<file path="src/rtl/sha_pkg.sv">
// Shared SHA-256 types, round constants, initial hash value and the sigma/Sigma helpers.
package sha_pkg;

    typedef struct packed {
        logic [31:0] a;
        logic [31:0] b;
        logic [31:0] c;
        logic [31:0] d;
        logic [31:0] e;
        logic [31:0] f;
        logic [31:0] g;
        logic [31:0] h;
    } HashState;

    typedef enum logic [2:0] {
        ST_IDLE,
        ST_LOAD,
        ST_EXPAND,
        ST_FINAL,
        ST_DONE
    } sha_state_e;

    localparam logic [31:0] K [64] = '{
        32'h428a2f98, 32'h71374491, 32'hb5c0fbcf, 32'he9b5dba5, 32'h3956c25b, 32'h59f111f1, 32'h923f82a4, 32'hab1c5ed5,
        32'hd807aa98, 32'h12835b01, 32'h243185be, 32'h550c7dc3, 32'h72be5d74, 32'h80deb1fe, 32'h9bdc06a7, 32'hc19bf174,
        32'he49b69c1, 32'hefbe4786, 32'h0fc19dc6, 32'h240ca1cc, 32'h2de92c6f, 32'h4a7484aa, 32'h5cb0a9dc, 32'h76f988da,
        32'h983e5152, 32'ha831c66d, 32'hb00327c8, 32'hbf597fc7, 32'hc6e00bf3, 32'hd5a79147, 32'h06ca6351, 32'h14292967,
        32'h27b70a85, 32'h2e1b2138, 32'h4d2c6dfc, 32'h53380d13, 32'h650a7354, 32'h766a0abb, 32'h81c2c92e, 32'h92722c85,
        32'ha2bfe8a1, 32'ha81a664b, 32'hc24b8b70, 32'hc76c51a3, 32'hd192e819, 32'hd6990624, 32'hf40e3585, 32'h106aa070,
        32'h19a4c116, 32'h1e376c08, 32'h2748774c, 32'h34b0bcb5, 32'h391c0cb3, 32'h4ed8aa4a, 32'h5b9cca4f, 32'h682e6ff3,
        32'h748f82ee, 32'h78a5636f, 32'h84c87814, 32'h8cc70208, 32'h90befffa, 32'ha4506ceb, 32'hbef9a3f7, 32'hc67178f2
    };

    localparam HashState IV = HashState'(256'h6a09e667_bb67ae85_3c6ef372_a54ff53a_510e527f_9b05688c_1f83d9ab_5be0cd19);

    // Padding for re-hashing a 256-bit digest: leading 1 bit, then length = 256 bits.
    localparam logic [31:0] PAD2_FIRST = 32'h8000_0000;
    localparam logic [31:0] PAD2_LEN   = 32'h0000_0100;

    function automatic logic [31:0] rotr(input logic [31:0] x, input int unsigned n);
        return (x >> n) | (x << (32 - n));
    endfunction

    function automatic logic [31:0] ch(input logic [31:0] x, input logic [31:0] y, input logic [31:0] z);
        return (x & y) ^ (~x & z);
    endfunction

    function automatic logic [31:0] maj(input logic [31:0] x, input logic [31:0] y, input logic [31:0] z);
        return (x & y) ^ (x & z) ^ (y & z);
    endfunction

    function automatic logic [31:0] bsig0(input logic [31:0] x);
        return rotr(x, 2) ^ rotr(x, 13) ^ rotr(x, 22);
    endfunction

    function automatic logic [31:0] bsig1(input logic [31:0] x);
        return rotr(x, 6) ^ rotr(x, 11) ^ rotr(x, 25);
    endfunction

    function automatic logic [31:0] ssig0(input logic [31:0] x);
        return rotr(x, 7) ^ rotr(x, 18) ^ (x >> 3);
    endfunction

    function automatic logic [31:0] ssig1(input logic [31:0] x);
        return rotr(x, 17) ^ rotr(x, 19) ^ (x >> 10);
    endfunction

    function automatic HashState add_state(input HashState x, input HashState y);
        HashState s;
        s.a = x.a + y.a;
        s.b = x.b + y.b;
        s.c = x.c + y.c;
        s.d = x.d + y.d;
        s.e = x.e + y.e;
        s.f = x.f + y.f;
        s.g = x.g + y.g;
        s.h = x.h + y.h;
        return s;
    endfunction

endpackage

</file>
<file path="src/rtl/sha_multiblock_core_round.sv">
// One combinational SHA-256 compression round: working variables in, working variables out.
module sha_round_step
    import sha_pkg::*;
(
    input  HashState    i_state,
    input  logic [31:0] i_w,
    input  logic [31:0] i_k,
    output HashState    o_state
);
    logic [31:0] w_t1;
    logic [31:0] w_t2;

    assign w_t1 = i_state.h + bsig1(i_state.e) + ch(i_state.e, i_state.f, i_state.g) + i_k + i_w;
    assign w_t2 = bsig0(i_state.a) + maj(i_state.a, i_state.b, i_state.c);

    always_comb begin
        o_state.a = w_t1 + w_t2;
        o_state.b = i_state.a;
        o_state.c = i_state.b;
        o_state.d = i_state.c;
        o_state.e = i_state.d + w_t1;
        o_state.f = i_state.e;
        o_state.g = i_state.f;
        o_state.h = i_state.g;
    end

endmodule

</file>
<file path="src/rtl/sha_multiblock_core.sv">
// SHA-256 over 1..MAX_BLOCKS pre-padded blocks, one round per clock, with optional in-core sha256d.
// States: IDLE wait for start | LOAD rounds 0..15 on fed words | EXPAND rounds 16..63 | FINAL add into H | DONE hold digest
module sha_multiblock_core
    import sha_pkg::*;
#(
    parameter int MAX_BLOCKS = 2,
    parameter int BLKW       = 2,
    parameter bit DOUBLE     = 1'b1
) (
    input  logic            clk,
    input  logic            rst,
    input  logic            start,
    input  logic [BLKW-1:0] nblocks,
    input  logic            dbl,
    output logic            busy,
    input  logic            m_valid,
    output logic            m_ready,
    input  logic [31:0]     M,
    output HashState        hash,
    output logic            hash_valid,
    input  logic            hash_ready
);
    sha_state_e      r_state;
    sha_state_e      w_next;
    logic [5:0]      r_t;
    logic [BLKW-1:0] r_blk;
    logic [BLKW-1:0] r_nblk;
    logic [BLKW-1:0] w_nblk_eff;
    logic            r_dbl;
    logic            r_pass2;
    HashState        r_h;
    HashState        r_work;
    HashState        r_hash;
    HashState        w_work_next;
    HashState        w_h_sum;
    logic [31:0]     r_win [16];
    logic [31:0]     w_word;
    logic [255:0]    w_dig;
    logic            w_step;
    logic            w_start_ok;
    logic            w_more_blk;

    assign hash       = r_hash;
    assign w_h_sum    = add_state(r_h, r_work);
    assign w_dig      = w_h_sum;
    assign w_start_ok = start && (r_state == ST_IDLE || (r_state == ST_DONE && hash_ready));
    assign w_more_blk = (int'(r_blk) + 1) < int'(r_nblk);
    assign w_step     = (r_state == ST_LOAD && (r_pass2 || m_valid)) || r_state == ST_EXPAND;

    always_comb begin
        w_nblk_eff = nblocks;
        if (nblocks == '0)
            w_nblk_eff = BLKW'(1);
        else if (int'(nblocks) > MAX_BLOCKS)
            w_nblk_eff = BLKW'(MAX_BLOCKS);
    end

    // Second pass words sit in the window and are rotated out of slot 0 one per round.
    always_comb begin
        w_word = M;
        if (r_state == ST_EXPAND)
            w_word = ssig1(r_win[14]) + r_win[9] + ssig0(r_win[1]) + r_win[0];
        else if (r_pass2)
            w_word = r_win[0];
    end

    sha_round_step u_round (
        .i_state (r_work),
        .i_w     (w_word),
        .i_k     (K[r_t]),
        .o_state (w_work_next)
    );

    always_ff @(posedge clk or negedge rst) begin
        if (!rst)
            r_state <= ST_IDLE;
        else
            r_state <= w_next;
    end

    always_comb begin
        w_next     = r_state;
        busy       = (r_state != ST_IDLE);
        m_ready    = 1'b0;
        hash_valid = 1'b0;
        case (r_state)
            ST_IDLE: begin
                if (start)
                    w_next = ST_LOAD;
            end
            ST_LOAD: begin
                m_ready = !r_pass2;
                if (w_step && r_t == 6'd15)
                    w_next = ST_EXPAND;
            end
            ST_EXPAND: begin
                if (r_t == 6'd63)
                    w_next = ST_FINAL;
            end
            ST_FINAL: begin
                if (w_more_blk || (r_dbl && !r_pass2))
                    w_next = ST_LOAD;
                else
                    w_next = ST_DONE;
            end
            ST_DONE: begin
                hash_valid = 1'b1;
                if (hash_ready)
                    w_next = start ? ST_LOAD : ST_IDLE;
            end
            default: w_next = ST_IDLE;
        endcase
    end

    always_ff @(posedge clk or negedge rst) begin
        if (!rst) begin
            r_t     <= '0;
            r_blk   <= '0;
            r_nblk  <= '0;
            r_dbl   <= 1'b0;
            r_pass2 <= 1'b0;
            r_h     <= '0;
            r_work  <= '0;
            r_hash  <= '0;
            for (int i = 0; i < 16; i++)
                r_win[i] <= '0;
        end else begin
            case (r_state)
                ST_IDLE, ST_DONE: begin
                    if (w_start_ok) begin
                        r_nblk  <= w_nblk_eff;
                        r_dbl   <= DOUBLE && dbl;
                        r_pass2 <= 1'b0;
                        r_h     <= IV;
                        r_work  <= IV;
                        r_t     <= '0;
                        r_blk   <= '0;
                    end
                end
                ST_LOAD, ST_EXPAND: begin
                    if (w_step) begin
                        r_work <= w_work_next;
                        r_t    <= r_t + 6'd1;
                        for (int i = 0; i < 15; i++)
                            r_win[i] <= r_win[i + 1];
                        r_win[15] <= w_word;
                    end
                end
                ST_FINAL: begin
                    r_h <= w_h_sum;
                    r_t <= '0;
                    if (w_more_blk) begin
                        r_blk  <= r_blk + BLKW'(1);
                        r_work <= w_h_sum;
                    end else if (r_dbl && !r_pass2) begin
                        r_pass2 <= 1'b1;
                        r_h     <= IV;
                        r_work  <= IV;
                        for (int i = 0; i < 8; i++)
                            r_win[i] <= w_dig[255 - 32*i -: 32];
                        r_win[8] <= PAD2_FIRST;
                        for (int i = 9; i < 15; i++)
                            r_win[i] <= '0;
                        r_win[15] <= PAD2_LEN;
                    end else begin
                        r_hash <= w_h_sum;
                    end
                end
                default: ;
            endcase
        end
    end

endmodule

</file>
<file path="config.mk">
export PLATFORM = sky130hd
export DESIGN_NAME = sha_multiblock_core
export DESIGN_NICKNAME = d
export VERILOG_FILES = /design/src/rtl/sha_pkg.sv /design/src/rtl/sha_multiblock_core_round.sv /design/src/rtl/sha_multiblock_core.sv
export SDC_FILE = /design/constraint.sdc
export NUM_CORES = 2
export LEC_CHECK = 0
export CELL_PAD_IN_SITES_DETAIL_PLACEMENT = 1
export CELL_PAD_IN_SITES_GLOBAL_PLACEMENT = 1
export CORE_MARGIN = 5
export CORE_UTILIZATION = 25
export CTS_CLUSTER_SIZE = 14
export DETAILED_ROUTE_END_ITERATION = 12
export PLACE_DENSITY_LB_ADDON = 0.2
export SYNTH_ARGS = -nofsm -noshare
export SYNTH_HDL_FRONTEND = slang
export SYNTH_SLANG_ARGS = --single-unit
</file>
<file path="constraint.sdc">
create_clock -name clk -period 13.2 [get_ports clk]
set_input_delay 3.96 -clock clk [delete_from_list [all_inputs] [get_ports clk]]
set_output_delay 3.96 -clock clk [all_outputs]
set_load 0.02 [all_outputs]
</file>
* Word-level counts from Yosys, hierarchy flattened
Memory sizes are Yosys's and may differ from the RTL's. Cells that the tools add are included.
Word-level totals: flip-flop bits (word level) 1295, latch bits 0, memory bits (writable) 0, memory bits (read-only) 2048, bits of input ports 40, output and inout bits 259, word-level logic and storage cells 181, memories kept 1
Operators by class: add/sub/neg operators 21, multiply operators 0, divide/modulo/power cells 0, order comparisons 3, equality and inequality tests 16, shift-type cells 0, muxes and demuxes 37, bitwise logic cells 30, reductions and logical operators 27
Memories:
- (no name shown) | depth 64, width 32, rd ports 1, clocked after memory_dff 0, wr ports 0, RTL line sha_multiblock_core.sv:70 | .i_k (K[r_t]),
Operator list (count):
- $mux W256 | 6
- $mux W512 | 3
- $pmux W512 S2 | 1
- $pmux W256 S3 | 1
- $add A32 B32 Y32 | 18
- $pmux W256 S2 | 1
- $xor A32 B32 Y32 | 9
- $and A32 B32 Y32 | 5
- $mux W32 | 4
- $not A32 Y32 | 1
- $or A10 B32 Y32 | 1
- $or A13 B32 Y32 | 1
- $or A14 B32 Y32 | 1
- $or A15 B32 Y32 | 1
- $or A19 B32 Y32 | 1
- $or A21 B32 Y32 | 1
- $or A25 B32 Y32 | 1
- $or A26 B32 Y32 | 1
- $or A30 B32 Y32 | 1
- $or A7 B32 Y32 | 1
- $xor A32 B22 Y32 | 1
- $xor A32 B29 Y32 | 1
- $pmux W6 S3 | 1
- $reduce_and A4 Y1 | 4
- other kinds (33) | 68

* Logic depth before layout (Yosys ltp)
depth in word-level cells 11, depth in mapped cells 42, mapped depth without buffers 41

* By module
From an unflattened synthesis, not the netlist that was laid out.
Second synthesis, totals: cells, all modules 8933, area, all modules 81152.8 um^2
By module, submodules not included:
- sha_multiblock_core | times used 1, cells each 7601, area an instance 70224.9 um^2, seq. area each 32406.1 um^2
- sha_round_step | times used 1, cells each 1332, area an instance 10928.0 um^2, seq. area each 0.0 um^2

* Worst setup path after synthesis
No wires, ideal clock.
path type input to register, from input M[6], to register r_work[255] in the netlist's numbering, library setup time 126 ps, data arrival time 9413 ps, required time 13074 ps, slack 3661 ps, cell stages on the path 24, path buffers 0, path through mux2i_1 > o21ai_0 > fa_1 > ha_1 > a2111oi_0 > a21oi_1 > a21oi_1 > o21bai_1 > a21o_1 > a21oi_1 > xnor2_1 > fa_1 > ha_1 > a2111oi_0 > nand2_1 > o21ai_0 > a211o_1 > a31oi_1 > a31o_2 > a21oi_1 > o21ai_0 > a21oi_1 > xnor2_1 > a221o_1
Between the ends: longest elaborated chain between the ends 6
Ends and longest elaborated chain:
- start, declared | RTL line sha_multiblock_core.sv:18 | input logic [31:0] M,
- $mux W32 | RTL line sha_multiblock_core.sv:63 | else if (r_pass2)
- $mux W32 | RTL line sha_multiblock_core.sv:61 | if (r_state == ST_EXPAND)
- $add A32 B32 Y32 | RTL line sha_multiblock_core_round.sv:13 | assign w_t1 = i_state.h + bsig1(i_state.e) + ch(i_state.e, i_state.f, i_state.g) + i_k + i_w;
- $add A32 B32 Y32 | RTL line sha_multiblock_core_round.sv:17 | o_state.a = w_t1 + w_t2;
- $mux W256 | RTL line sha_multiblock_core.sv:141 | if (w_step) begin
- $pmux W256 S3 | RTL line sha_multiblock_core.sv:128 | case (r_state)
- end signal, assigned | RTL line sha_multiblock_core.sv:142 | r_work <= w_work_next;
- end signal, assigned | RTL line sha_multiblock_core.sv:154 | r_work <= w_h_sum;
- end, declared | RTL line sha_multiblock_core.sv:32 | HashState r_work;
Every way passes these cells. The select of a mux whose other input is x is not followed. A chain may end at the register's enable or synchronous reset.

* Final worst setup path
from input M[2], to register r_work[255] in the netlist's numbering
The elaborated chain is that of the path after synthesis.

==> results_dict.tcl <==
set metrics [dict create \
    status "finished, final reports clean" \
    cts_buffer_depth 4 \
    postCtsHoldBufs 0 \
    design_area_mm2 0.0919 \
    yosys.area.top_type_share 0.411 \
    synth-seq-area-share 0.411 \
    synth-compound-area-share 0.237 \
    synth_xor_xnor_area_share 0.0675 \
    max_slew_margin 0.0567 \
    yosys_warnings 0 \
    clock_latency_ps 870 \
    dp_hpwl_um 288000 \
    finalSetupViolations 0 \
    core_area_mm2 0.315 \
    grt_max_degree 215 \
    die_w_um 572 \
    initial_core_util 0.251 \
    regToRegStartpoint "r_win[42]$_DFFE_PN0P_" \
    maxCapViolations 0 \
    hold_viol_final 0 \
    fin_crit_sh 0.867 \
    synth-simple-area-share 0.109 \
    rows 206 \
    synth_async_sr_flop_share 1.00 \
    cts.sinks 1295 \
    die-area_mm2 0.327 \
    vias 68500 \
    syn_nets 9212 \
    crit_path_start "M[2]" \
    totalWireLength_um 391000 \
    synth_fa_ha_area_frac 0.116 \
    path_common_cell "a21oi_1" \
    synthMuxAreaShare 0.0130 \
    cts_tree "built" \
    final_util 0.292 \
    rr_worst_depth 37 \
    crit_family "compound AO/OA/AOI/OAI gates" \
    cts_setup_buffers 0 \
    hp-class "reg2reg" \
    syn_area_per_cell_um2 9.20 \
    fill_cells 35900 \
    crit_path_end_kind "register" \
    clk_pin_slew_worst_paths_ps 60 \
    ant_nets 0 \
    fin_nets 9239 \
    grt_usage 0.232 \
    cts_htree_levels 4 \
    ios 299 \
    ys.flop_type "dfrtp_1" \
    final_layout_size_suffix_gt1_frac 0.0621 \
    rr_endpoint "r_work[255]$_DFFE_PN0P_" \
    areaGrowthSynthToFinish_pct 16.5 \
    syn_inst 8575 \
    drc 0 \
    die_h_um 572 \
    tightestPinTransition_ps 1410 \
    first_global_vias 69500 \
    synth_top_area_cell "dfrtp_1" \
    cts_root_buf "clkbuf_16" \
    fmax_ghz 0.0874 \
    io_buffers 297 \
    place_area_mm2 0.0863 \
    path_depth 29 \
    worstSetupEndpoint "r_work[255]$_DFFE_PN0P_" \
    finClkSkew_ps 64.4 \
    netlist_area_mm2 0.0789 \
    max_stage_delay_ps 990 \
    crit_type "in2reg" \
    overflow 0 \
    cts_resized 0 \
    wl_per_cell_um 30.3 \
    rsz0062_at_grt "false" \
    dr.pass1.iters 5 \
    cts_buffers 170 \
    path_max_fanout 5 \
    synth-edff-count 0 \
    antenna_found_initial 29 \
    synth.area.top_cells "dfrtp_1 (41%), o21ai_0 (6.5%), ha_1 (6.3%)" \
    vias_per_cell 5.31 \
    path_buf_inv 2 \
    gp_congestion 0.923 \
    cp-start-kind "input pin" \
    grt_pass1_wl_um 548000 \
    cp.required_ps 13940 \
    r2r_slack_ps 2060 \
    finalWorstPathRequiredPeriod_ps 11440 \
    ys_ff_latch 1295 \
    crit_slowest_cell "xnor2_1" \
    crit_arrival_ps 12180 \
    synth_cell_type_count 89 \
    final_max_slew_viol_count 0 \
    synth_top_family_by_area "compound AO/OA/AOI/OAI gates" \
    finalSetupTns_ps 0 \
    drt-initial-drc-count 6250 \
]
-- cell usage in the layout (no fill, tap or decap), drive strengths merged, types with 89 or more instances in the layout --
master,instances
dfrtp,1295
o21ai,1034
nand2,973
a21oi,672
nor2,548
inv,414
ha,400
xnor2,354
clkdlybuf4s50,296
xor2,248
clkbuf,244
a22o,225
a21o,212
fa,197
a22oi,174
buf,150
nor3,89
-- how the worst min path moves through the flow --
stage,end,slack (ps),cells after the start,from
floorplan,r_dbl$_DFFE_PN0P_,440,2,r_dbl$_DFFE_PN0P_
global placement,r_dbl$_DFFE_PN0P_,460,2,r_dbl$_DFFE_PN0P_
detailed placement,r_dbl$_DFFE_PN0P_,460,2,r_dbl$_DFFE_PN0P_
CTS,r_dbl$_DFFE_PN0P_,480,2,r_dbl$_DFFE_PN0P_
global route,r_win[107]$_DFFE_PN0P_,490,1,r_win[75]$_DFFE_PN0P_
finish,r_dbl$_DFFE_PN0P_,480,2,r_dbl$_DFFE_PN0P_
-- Yosys cell counts (18+ instances only) --
master	instances
clkbuf_1	545
nand2_1	973
inv_1	405
and2_1	21
o22a_1	18
a211oi_1	87
a21oi_1	670
and3_1	57
nor2b_1	36
nor2_1	548
nand4_1	20
or2_2	60
or3_1	20
a221o_1	40
o221ai_1	21
mux2i_1	81
a21o_1	212
nand3_1	68
xor2_1	247
buf_1	43
o21bai_1	59
ha_1	400
o21ai_0	1023
a22o_1	225
o21a_1	88
xnor2_1	354
a22oi_1	174
o31ai_1	24
fa_1	197
nor3_1	89
a211o_1	19
o211ai_1	43
a31oi_1	77
o22ai_1	26
nand2b_1	50
dfrtp_1	1295
-- cell families (layout without fill, tap and decap cells) --
kind of cell,Yosys count,in the layout
AOI/OAI and AO/OA,2969,2969
adders and majority gates,614,614
buffers and inverters,997,1149
muxes,93,93
DFF,1295,1295
other,0,10
and+or+nand+nor,2003,2003
xor gates and xnor gates,604,604
-- layout make-up --
| cell class | count | area, µm² | area share |
|---|---|---|---|
| tap | 4160 | 5200 | 0.0566 |
| sequential | 1295 | 32400 | 0.353 |
| clock buffer | 244 | 4910 | 0.0535 |
| timing repair buffer | 446 | 4250 | 0.0462 |
| multi-input combinational | 6283 | 42900 | 0.467 |
| antenna | 10 | 25.0 | 0.000272 |
| inverter | 406 | 1520 | 0.0166 |
| clock inverter | 53 | 674 | 0.00734 |
-- per-layer routing --
layer / track usage / up-vias / wire length [µm] / share of wire
met2: 0.358 / 2107 / 171000 / 0.44
met1: 0.327 / 35600 / 179000 / 0.46
met4: 0.0995 / 4 / 19400 / 0.050
met3: 0.0291 / 548 / 21200 / 0.054
li1: - / 30200 / - / -
met5: 0 / - / 27 / 0.000069
-- per-stage QoR --
stage / hold WS [ps] / worst slack (ps) / cells
2_1_floorplan: 438 / 3660 / 8575
3_3_place_gp: 456 / 1150 / 12600
3_5_place_dp: 464 / 1190 / 12600
4_1_cts: 478 / 2070 / 12900
5_1_grt: 494 / 1570 / 12900
6_report: 476 / 1760 / 12900
-- worst reg2reg max path, delay by kind of cell (launching register included) --
family | cells | cell delay, ps
and+or+nand+nor | 4 | 510
AOI/OAI and AO/OA | 18 | 4540
adders and majority gates | 8 | 3440
xor gates and xnor gates | 5 | 1890
DFF | 1 | 490
buffers and inverters | 2 | 140
-- sequential cells by signal, indices dropped and copies added (netlist names) --
name,cells
hash,256
r_h,256
r_nblk,2
r_work,256
r_t,6
r_state,3
r_pass2,1
r_win,512
r_blk,2
r_dbl,1
Power is not shown: default switching activity piles up to over one toggle a cycle in this logic, so the estimate is an artifact.
